## src/rtl/fp_add_sequencer.sv

```systemverilog
// Control FSM for the multi-cycle FP adder datapath.
// The sequence is align -> add -> normalize -> round, with one renormalize pass
// when rounding carries out. Operations arrive over an in_valid/in_ready
// handshake and results leave over an out_valid/out_ready handshake.
module fp_add_sequencer #(
  parameter int NORM_LIMIT = 27,
  parameter int CNT_W      = 16
) (
  input  logic             clk,
  input  logic             res,
  input  logic             in_valid,
  output logic             in_ready,
  input  logic             special_in,
  input  logic             sum_zero,
  input  logic             norm_done,
  input  logic             round_carry,
  input  logic             exp_ovf,
  output logic             en_align,
  output logic             en_add,
  output logic             en_norm,
  output logic             en_round,
  output logic             en_renorm,
  output logic             out_valid,
  input  logic             out_ready,
  output logic             overflow,
  output logic             zero,
  output logic             err,
  output logic             busy,
  output logic [CNT_W-1:0] op_cnt
);

  // Wide enough to hold NORM_LIMIT itself, so the count never wraps inside one op.
  localparam int NCW = $clog2(NORM_LIMIT + 1);

  typedef enum logic [2:0] {
    S_IDLE, S_ALIGN, S_ADD, S_NORM, S_ROUND, S_RENORM, S_DONE
  } state_t;

  state_t           state, state_nxt;
  logic             sp_q;      // special operand captured at accept
  logic             renorm_q;  // one renormalize pass already taken
  logic [NCW-1:0]   ncnt;      // NORM cycles completed for this op
  logic             norm_limit;

  // This NORM cycle is the last one allowed for the op.
  assign norm_limit = (ncnt == NCW'(NORM_LIMIT - 1));

  // State register.
  always_ff @(posedge clk) begin
    if (!res) state <= S_IDLE;
    else      state <= state_nxt;
  end

  // Next-state decode.
  always_comb begin
    state_nxt = state;
    case (state)
      S_IDLE:   if (in_valid) state_nxt = S_ALIGN;
      S_ALIGN:  state_nxt = sp_q ? S_DONE : S_ADD;
      S_ADD:    state_nxt = sum_zero ? S_DONE : S_NORM;
      // norm_done and the limit both lead to ROUND; only the limit sets err.
      S_NORM:   if (norm_done || norm_limit) state_nxt = S_ROUND;
      S_ROUND:  state_nxt = (round_carry && !renorm_q) ? S_RENORM : S_DONE;
      S_RENORM: state_nxt = S_ROUND;
      S_DONE:   if (out_ready) state_nxt = S_IDLE;
      default:  state_nxt = S_IDLE;
    endcase
  end

  // Per-op status flags, norm counter and completed-op counter.
  always_ff @(posedge clk) begin
    if (!res) begin
      sp_q     <= 1'b0;
      renorm_q <= 1'b0;
      ncnt     <= '0;
      overflow <= 1'b0;
      zero     <= 1'b0;
      err      <= 1'b0;
      op_cnt   <= '0;
    end else begin
      case (state)
        S_IDLE: if (in_valid) begin
          sp_q     <= special_in;
          renorm_q <= 1'b0;
          ncnt     <= '0;
          overflow <= 1'b0;
          zero     <= 1'b0;
          err      <= 1'b0;
        end
        S_ADD: if (sum_zero) zero <= 1'b1;
        S_NORM: begin
          ncnt <= ncnt + NCW'(1);
          if (!norm_done && norm_limit) err <= 1'b1;
        end
        S_ROUND: begin
          if (exp_ovf) overflow <= 1'b1;
          // A second carry out means renormalizing did not settle the result.
          if (round_carry) begin
            if (renorm_q) err      <= 1'b1;
            else          renorm_q <= 1'b1;
          end
        end
        S_RENORM: if (exp_ovf) overflow <= 1'b1;
        S_DONE: if (out_ready) op_cnt <= op_cnt + CNT_W'(1);
        default: ;
      endcase
    end
  end

  // Moore decodes of state.
  assign in_ready  = (state == S_IDLE);
  assign busy      = (state != S_IDLE);
  assign out_valid = (state == S_DONE);
  assign en_align  = (state == S_ALIGN);
  assign en_add    = (state == S_ADD);
  assign en_norm   = (state == S_NORM);
  assign en_round  = (state == S_ROUND);
  assign en_renorm = (state == S_RENORM);

endmodule

```

## config.mk

```make
export PLATFORM = sky130hd
export DESIGN_NAME = fp_add_sequencer
export DESIGN_NICKNAME = d
export VERILOG_FILES = /design/src/rtl/fp_add_sequencer.sv
export SDC_FILE = /design/constraint.sdc
export NUM_CORES = 1
export LEC_CHECK = 0
export CAP_MARGIN = 20
export CORE_MARGIN = 2
export CORE_UTILIZATION = 44
export CTS_BUF_LIST = sky130_fd_sc_hd__clkbuf_8
export DETAILED_ROUTE_END_ITERATION = 8
export HOLD_SLACK_MARGIN = 0.08
export MAX_ROUTING_LAYER = met4
export PLACE_DENSITY = 0.72
export SETUP_SLACK_MARGIN = 0.5
export SLEW_MARGIN = 10
export SYNTH_ARGS = -nofsm -noshare
export SYNTH_HDL_FRONTEND = slang
export SYNTH_SLANG_ARGS = --single-unit
```

## constraint.sdc

```tcl
create_clock -name clk -period 2.1 [get_ports clk]
set_clock_uncertainty 0.05 [all_clocks]
set_input_delay 0.315 -clock clk [delete_from_list [all_inputs] [get_ports clk]]
set_output_delay 0.315 -clock clk [all_outputs]
set_load 0.01 [all_outputs]
```

# After elaboration in Yosys (flattened, before gate mapping)
# Cells that the tools add are included.
# W data, S select, Z words.
dict set report totals {
  word_cells 66
  inputBits 9
  output_inout_bits 27
  register_bits 29
}
dict set report op_classes {
  n_addsub 2
  n_eq_ne 15
  reduce_logical 21
  mux 20
}
# op n
set op_table {}
lappend op_table {{$pmux W3 S7} 1}
lappend op_table {{$add A16 B1 Y16 const B} 1}
lappend op_table {{$mux W3} 5}
lappend op_table {{$reduce_and A3 Y1} 4}
lappend op_table {{$ne A2 B1 Y1 const B} 5}
lappend op_table {{$pmux W5 S2} 1}
lappend op_table {{$eq A3 B3 Y1 const B} 3}
lappend op_table {{$reduce_bool A2 Y1} 4}
lappend op_table {{$mux W1} 7}
lappend op_table {{$eq A3 B2 Y1 const B} 2}
lappend op_table {{$ne A2 B2 Y1 const B} 3}
lappend op_table {{$pmux W1 S2} 3}
lappend op_table {{$reduce_and A2 Y1} 3}
lappend op_table {{$reduce_bool A3 Y1} 2}
lappend op_table {{$add A5 B1 Y5 const B} 1}
lappend op_table {{$eq A5 B5 Y1 const B} 1}
lappend op_table {{$mux W5} 1}
lappend op_table {{$reduce_and A5 Y1} 1}
lappend op_table {{$eq A3 B1 Y1 const B} 1}
lappend op_table {{$logic_not A3 Y1} 1}
lappend op_table {{$pmux W1 S3} 1}
lappend op_table {{$logic_and A1 B1 Y1} 2}
lappend op_table {{$logic_not A1 Y1} 2}
lappend op_table {{$mux W2} 1}
lappend op_table {{2 further kinds} 2}

# Depth between registers and ports, before layout
# Gate-level depths: netlist (run 1).
dict set report depth {
  word_depth 4
  depth_mapped 6
  ltp_nobuf 6
}

# Worst setup path before layout (run 1)
# OpenSTA, ideal clock, no wires.
dict set report synth_path {
  path_type {reg-to-reg}
  startpoint {reg op_cnt[3]}
  endpoint {reg op_cnt[13]}
  setup_ps 70
  slack_ps 329
  path_stages_with_launch 6
  t_arrival_ps 1650
  required_ps 1980
  period_less_slack_ps 1771
  n_path_buf 1
  path_cell_list {dfxtp_1 nand4_1 or3_1 buf_2 or4_1 a21oi_1}
}
dict set report synth_between {
  elab_chain_cells 1
}
# item line_no
set synth_rtl {}
lappend synth_rtl {{start, declared} 29} ;# output logic [CNT_W-1:0] op_cnt
lappend synth_rtl {{start signal, assigned} 104} ;# S_DONE: if (out_ready) op_cnt <= op_cnt + CNT_W'(1);
lappend synth_rtl {{$add A16 B1 Y16} 104}
# No other way between the ends.
# A chain may end at the register's enable or synchronous reset.

# Final worst setup path (run 1)
dict set report layout_path {
  startpoint {reg state[0]}
  endpoint {reg op_cnt[9]}
}
dict set report layout_between {
  elab_chain_cells 2
}
# item line_no
set layout_rtl {}
lappend layout_rtl {{start, declared} 39} ;# state_t state, state_nxt;
lappend layout_rtl {{start signal, assigned} 51} ;# else state <= state_nxt;
lappend layout_rtl {{$eq A3 B3 Y1} 81} ;# case (state)
lappend layout_rtl {{$reduce_and A2 Y1 (no source line)} n/a}
# No other way between the ends.

==> results by group, run 1 <==
Clock network
  • Hold Buf Count CTS: 0
  • Num Clock Sinks: 29
  • Max Buffers Root-to-Sink: 2
  • Clk_lat worst skew: 0.28 ns
  • Root buffer cell: clkbuf_8
  • H-tree depth: 2
  • Worst-path clk slew: 0.06 ns
  • CTS tree: done
  • TritonCTS buffer count: 5

Synthesis
  • Yosys top cell area share: 39.4%
  • Post-Synthesis Cells: 183
  • #FFs+latches synth: 29
  • YS warnings: 0
  • Register area share after synthesis: 39.4%
  • Netlist Area Pre-Place: 1470 um2
  • Most numerous cell in the Yosys netlist: dfxtp_1
  • Cell variety after synth: 42
  • Top post-synthesis cells by area: dfxtp_1 (39%), a21oi_1 (6.1%), o21ai_0 (4.4%)
  • Post-synth top area cell: dfxtp_1
  • Number of synthesized flops with an enable pin: 0
  • Synth top cells by count: dfxtp_1 (29), a21oi_1 (18), nor2_1 (17)
  • Top_reg_cell synth: dfxtp_1
  • Average cell area after synthesis: 8.05 um2
  • Async SR Flop Fraction: 0%
  • Post-synth net total: 195

Cells and area
  • ANT cells: 0
  • Layout cells sized above 1: 30.9%
  • Final Net Count: 254
  • Fin util: 68.5%
  • Area delta synth->final: 52.8%

Critical path
  • Critical setup path kind: flip-flop to flip-flop
  • Crit path max fanout: 5
  • Crit path from: state[0]
  • WP data arrival: 1.80 ns
  • Worst R2R Start: state[0]
  • Worst setup EP type: flip-flop
  • Reg2reg setup slack: 0.46 ns
  • CP startpoint kind: flip-flop
  • Worst Path Required: 2.25 ns

Floorplan
  • Num rows: 21
  • # IOs: 36
  • Die height: 61.9 um
  • Core ar.: 3280 um2
  • Die Width: 61.9 um
  • Initial Util: 44.8%
  • Die Area: 3830 um2

STA
  • Max Fclk: 609 MHz
  • Fin. max-slew vios: 0
  • Setup TNS: 0 ns
  • Min cycle time layout: 1.64 ns
  • Worst slew pin tran: 0.498 ns
  • Final period util: 78.2%
  • Fin. Hold Viols: 0
  • Final setup fails: 0
  • Slew margin rel.: 66.8%
  • RSZ-0062 raised after global routing: true

GRT
  • Initial antenna violation count: 0
  • Vias in the first global route: 1326
  • First-pass GRT wire length: 5.67 mm
  • GRT Resource Usage Total: 21.2%
  • Pin count of the biggest net entering global routing: 15
  • GRT Residual Overflow: 0

Route
  • Routed Antenna Nets: 0
  • Routed WL per cell: 13.5 um
  • Routed wire length: 3.91 mm
  • Routed vias: 1574
  • First DRT Iteration DRCs: 136
  • DRC: 0
  • Vias per Instance: 5.45
  • DR pass1 iterations: 4

Power and ir drop
  • Worst IR Drop VDD: 0.755 mV
  • Leakage: 0.931 nW
  • Total power: 0.00206 W
  • Power per Cell Area: 916 nW/um2

Placement
  • PortBufs: 35
  • Dpl hpwl: 2.68 mm
  • Final GP Congestion: 0.810

Worst hold path
  • Worst Hold Class: flip-flop to flip-flop
  • Hold Crit Start: overflow

Outcome
  • Status: finished clean

Job
  • Max Cap Viol: 0
[registers in the layout, indices dropped and copies added (netlist names)]
name and count:
err 1, overflow 1, ncnt 5, state 3, op_cnt 16, renorm_q 1, sp_q 1, zero 1
[metal layers]
layer  track usage [%]  wire, um  vias to the layer above  part of all wire (%)
met1              24.7      1570                      745                    40
met2              34.0      2030                       40                    52
met4              8.81        95                        0                   2.4
met5                 -         0                        -                     0
met3              6.21       221                       11                   5.6
li1                  -         -                      778                     -
[worst paths after layout]
check | depth (start not counted) | endpoint
worst max-delay path | 5 | op_cnt[9]
worst min register to register | 2 | overflow
worst max register to register | 5 | op_cnt[9]
worst min-delay path | 2 | overflow
[final cells by class]
type | instances | area, um2
multi-input cells | 137 | 898
flip-flops and latches | 29 | 624
clock inverters | 3 | 11.3
inverters | 8 | 30.0
clock buffers | 5 | 68.8
well taps | 46 | 57.6
fillers | 268 | 1030
repair buffers | 61 | 561
[layout by cell type, fill, tap and decap left out, types with 9 or more instances in the layout]
cell type        count
clkdlybuf4s50_1     23
buf_4               19
nor2_1              16
nand2_1             16
a21oi_1             16
dfxtp_1             12
o21ai_0             11
inv_1                9
nand3_1              9
dfxtp_4              9
[worst max-delay path, cell delays in order (launching register included)]
cell,delay [ns]
dfxtp_4,0.34
buf_6,0.11
nand4b_4,0.16
or2_4,0.27
or4b_1,0.50
a21oi_1,0.13
[what timing repair did]
item | CTS | global route
resized for setup | 48 | 20
pin swaps | 10 | 10
setup buffers | 10 | 4
endpoints found under the setup margin | 21 | 21
[stage by stage]
| stage | hold slack, ns | area [um2] | setup WS, ns | std cells |
|---|---|---|---|---|
| after global placement | 0.395 | 1980 | 0.0494 | 267 |
| after CTS | 0.429 | 2160 | 0.303 | 285 |
| after detailed placement | 0.420 | 1980 | 0.00808 | 267 |
| after floorplan | 0.373 | 1520 | 0.483 | 183 |
| after global routing | 0.450 | 2250 | 0.405 | 289 |
| final | 0.424 | 2250 | 0.457 | 289 |
[kinds of logic after synthesis]
family	Yosys count	synth area share [%]
AND/OR/NAND/NOR	80	30.2
AO/OA/AOI/OAI	46	18.4
flip-flops	29	39.4
buffers and inverters	17	4.67
XOR/XNOR	8	4.76
adder cells (fa/ha/maj)	3	2.55
[report_power, final]
part | switching, W | internal [W] | total, W | leakage (nW)
logic | 0.000471 | 0.000496 | 0.000967 | 0.634
clock network | 0.000196 | 0.000220 | 0.000416 | 0.0519
registers | 0.0000676 | 0.000611 | 0.000679 | 0.245
total | 0.000735 | 0.00133 | 0.00206 | 0.931
(Power assumes the default switching activity.)
==> run 2: changes to the inputs <==
- PLACE_DENSITY: 0.72 -> 0.75
- clock period: 2.1 -> 1.43 ns (I/O delays scaled with it)
==> run 2 against run 1 <==
  * Largest power group unchanged
  * Count of clock-buffer cells in the layout unchanged
  * Clock power increased by 69%
  * Largest cell class is now buffers
  * Final cell count is 19% higher
  * Highest routed layer unchanged
  * Power is 110% higher
  * The run now ends with setup timing left
==> results by group, run 2 (same netlist as run 1, synthesis figures left out) <==
Critical path
  • R2r worst-path depth: 4 (-1)
  • Crit path max fanout: 6 (+1)
  • Worst flop-to-flop path endpoint: op_cnt[15]
  • Worst R2R Start: state[0]
  • CP startpoint kind: flip-flop
  • Crit path from: state[0]
  • Critical setup path kind: flip-flop to flip-flop
  • Worst setup EP type: flip-flop
  • Reg2reg setup slack: -0.37 ns (-0.83 ns)
  • Worst Path Required: 1.59 ns (-0.66 ns)
  • WP data arrival: 1.96 ns (+0.16 ns)

Placement
  • Dpl hpwl: 3.24 mm (+21%)
  • PortBufs: 35 (unchanged)
  • Final GP Congestion: 0.814 (+0.48%)
  • Dpl cells: 299 (+12%)
  • Area post-placement: 2270 um2 (+15%)

Worst hold path
  • Hold Crit Start: exp_ovf
  • Hold Path Depth: 3 (+1)
  • Hold endpoint: overflow
  • Worst Hold Class: input pin to flip-flop

Route
  • First DRT Iteration DRCs: 148 (+8.8%)
  • Vias per Instance: 6.16 (+13%)
  • DR pass1 iterations: 5 (+1)
  • Routed WL per cell: 24.4 um (+80%)
  • Routed Antenna Nets: 0 (unchanged)
  • Routed wire length: 8.39 mm (+110%)
  • DRC: 0 (unchanged)
  • Routed vias: 2118 (+35%)

Cells and area
  • Final instance area: 3160 um2 (+40%)
  • Area delta synth->final: 115%
  • Largest reg by FF count: op_cnt
  • Most frequent cells in the layout: buf_6 (65), buf_4 (34), nand2_1 (15), dfxtp_4 (15), nor2_1 (14)
  • Finished Layout Cells: 344 (+19%)
  • Commonest non-fill, non-tap cell in the layout: buf_6
  • ANT cells: 0 (unchanged)
  • Top flop regs: op_cnt: 16 flops, ncnt: 5 flops, state: 3 flops
  • Layout cells sized above 1: 67.4% (+37 points)
  • Fin util: 96.3% (+28 points)
  • Largest register FFs: 16 (unchanged)
  • Final Net Count: 309 (+22%)

STA
  • Fin. Hold Viols: 0 (unchanged)
  • RSZ-0062 raised after global routing: true
  • Final period util: 126% (+48 points)
  • Final setup fails: 26 (+26)
  • Fin. max-slew vios: 0 (unchanged)
  • Worst slew pin tran: 0.339 ns (-0.159 ns)
  • Max Fclk: 556 MHz (-8.7%)
  • Min cycle time layout: 1.80 ns (+0.156 ns)
  • Final WS setup: -0.369 ns (-0.826 ns)
  • Slew margin rel.: 77.2% (+10 points)

GRT
  • Initial antenna violation count: 0 (unchanged)
  • GRT Residual Overflow: 0 (unchanged)
  • First-pass GRT wire length: 9.23 mm (+63%)
  • Pin count of the biggest net entering global routing: 17 (+2)
  • Vias in the first global route: 1958 (+48%)
  • GRT Resource Usage Total: 34.7% (+14 points)

Floorplan
  • # IOs: 36 (unchanged)
  • Num rows: 21 (unchanged)
  • Initial Util: 44.8% (unchanged)
  • Die height: 61.9 um (unchanged)
  • Die Area: 3830 um2 (unchanged)
  • Die Width: 61.9 um (unchanged)
  • Core ar.: 3280 um2 (unchanged)

Clock network
  • Worst-path clk slew: 0.07 ns (about the same)
  • Root buffer cell: clkbuf_8
  • Hold Buf Count CTS: 0 (unchanged)
  • H-tree depth: 2 (unchanged)
  • Clk_lat worst skew: 0.30 ns (+0.02 ns)
  • TritonCTS buffer count: 5 (unchanged)
  • CTS tree: done
  • Num Clock Sinks: 29 (unchanged)
  • Max Buffers Root-to-Sink: 2 (unchanged)

Power and ir drop
  • Leakage: 1.31 nW (+41%)
  • Power per Cell Area: 1390 nW/um2 (+52%)
  • Worst IR Drop VDD: 1.25 mV (+66%)

Outcome
  • Failing checks: setup timing
  • Status: finished with violations

Job
  • Max Cap Viol: 0 (unchanged)
==> run 2: stage by stage <==
step / total power [W] / hold slack, ns / worst slack, ns / TNS (ns)
finish: 0.00439 / 0.451 / -0.369 / -3.42
global placement: 0.00239 / 0.395 / -0.486 / -6.05
CTS: 0.00365 / 0.417 / -0.186 / -1.22
global route: 0.00449 / 0.476 / -0.395 / -4.13
detailed placement: 0.00247 / 0.422 / -0.524 / -6.84
floorplan: 0.00183 / 0.282 / -0.170 / -0.852
==> run 2: power breakdown <==
group / total [W] / internal, W / switching, W
registers: 0.00103 / 0.000891 / 0.000141
clock network: 0.000705 / 0.000328 / 0.000377
logic: 0.00266 / 0.00147 / 0.00119
total: 0.00439 / 0.00269 / 0.00171
==> run 2: worst max path at each step <==
| stage | endpoint | slack, ns | depth (start not counted) |
|---|---|---|---|
| final | op_cnt[15] | -0.37 | 4 |
| after CTS | op_cnt[11] | -0.19 | 5 |
| after detailed placement | op_cnt[13] | -0.52 | 5 |
| after floorplan | op_cnt[14] | -0.17 | 5 |
| after global placement | op_cnt[15] | -0.49 | 5 |
| after global routing | op_cnt[15] | -0.39 | 4 |
==> run 2: metal layers <==
layer | global-route usage, % | wire, um | up-vias
li1 | - | - | 888
met1 | 35.6 | 3150 | 1019
met2 | 62.3 | 4160 | 159
met3 | 6.63 | 499 | 52
met4 | 18.2 | 574 | 0
met5 | - | 0 | -
==> run 2: worst max-delay path, cell delays in order (launching register included) <==
cell,delay (ns)
dfxtp_4,0.37
nand4b_4,0.18
or2_4,0.29
or4_1,0.58
a21oi_1,0.24
==> run 2: layout make-up <==
cell class | instances | area (um2)
Tap cell | 46 | 57.6
Sequential cell | 29 | 648
Clock inverter | 3 | 12.5
Clock buffer | 5 | 68.8
Fill cell | 62 | 123
Timing Repair Buffer | 116 | 1170
Inverter | 8 | 30.0
Multi-Input combinational cell | 137 | 1170
==> run 2: what timing repair did <==
action                                 4_1_cts  5_1_grt
setup endpoints to repair                   56       56
setup buffers                               20       16
gates resized for setup                    208       49
pin swaps                                   33       27
cloned                                       0        1
endpoints found under the hold margin        0        0
==> run 3: changes to the inputs <==
- ABC_CLOCK_PERIOD_IN_PS: unset -> 1430
- CTS_CLUSTER_SIZE: unset -> 40
==> results of run 3 <==
No change in the layout: final DEF, timing and power equal those of run 2.
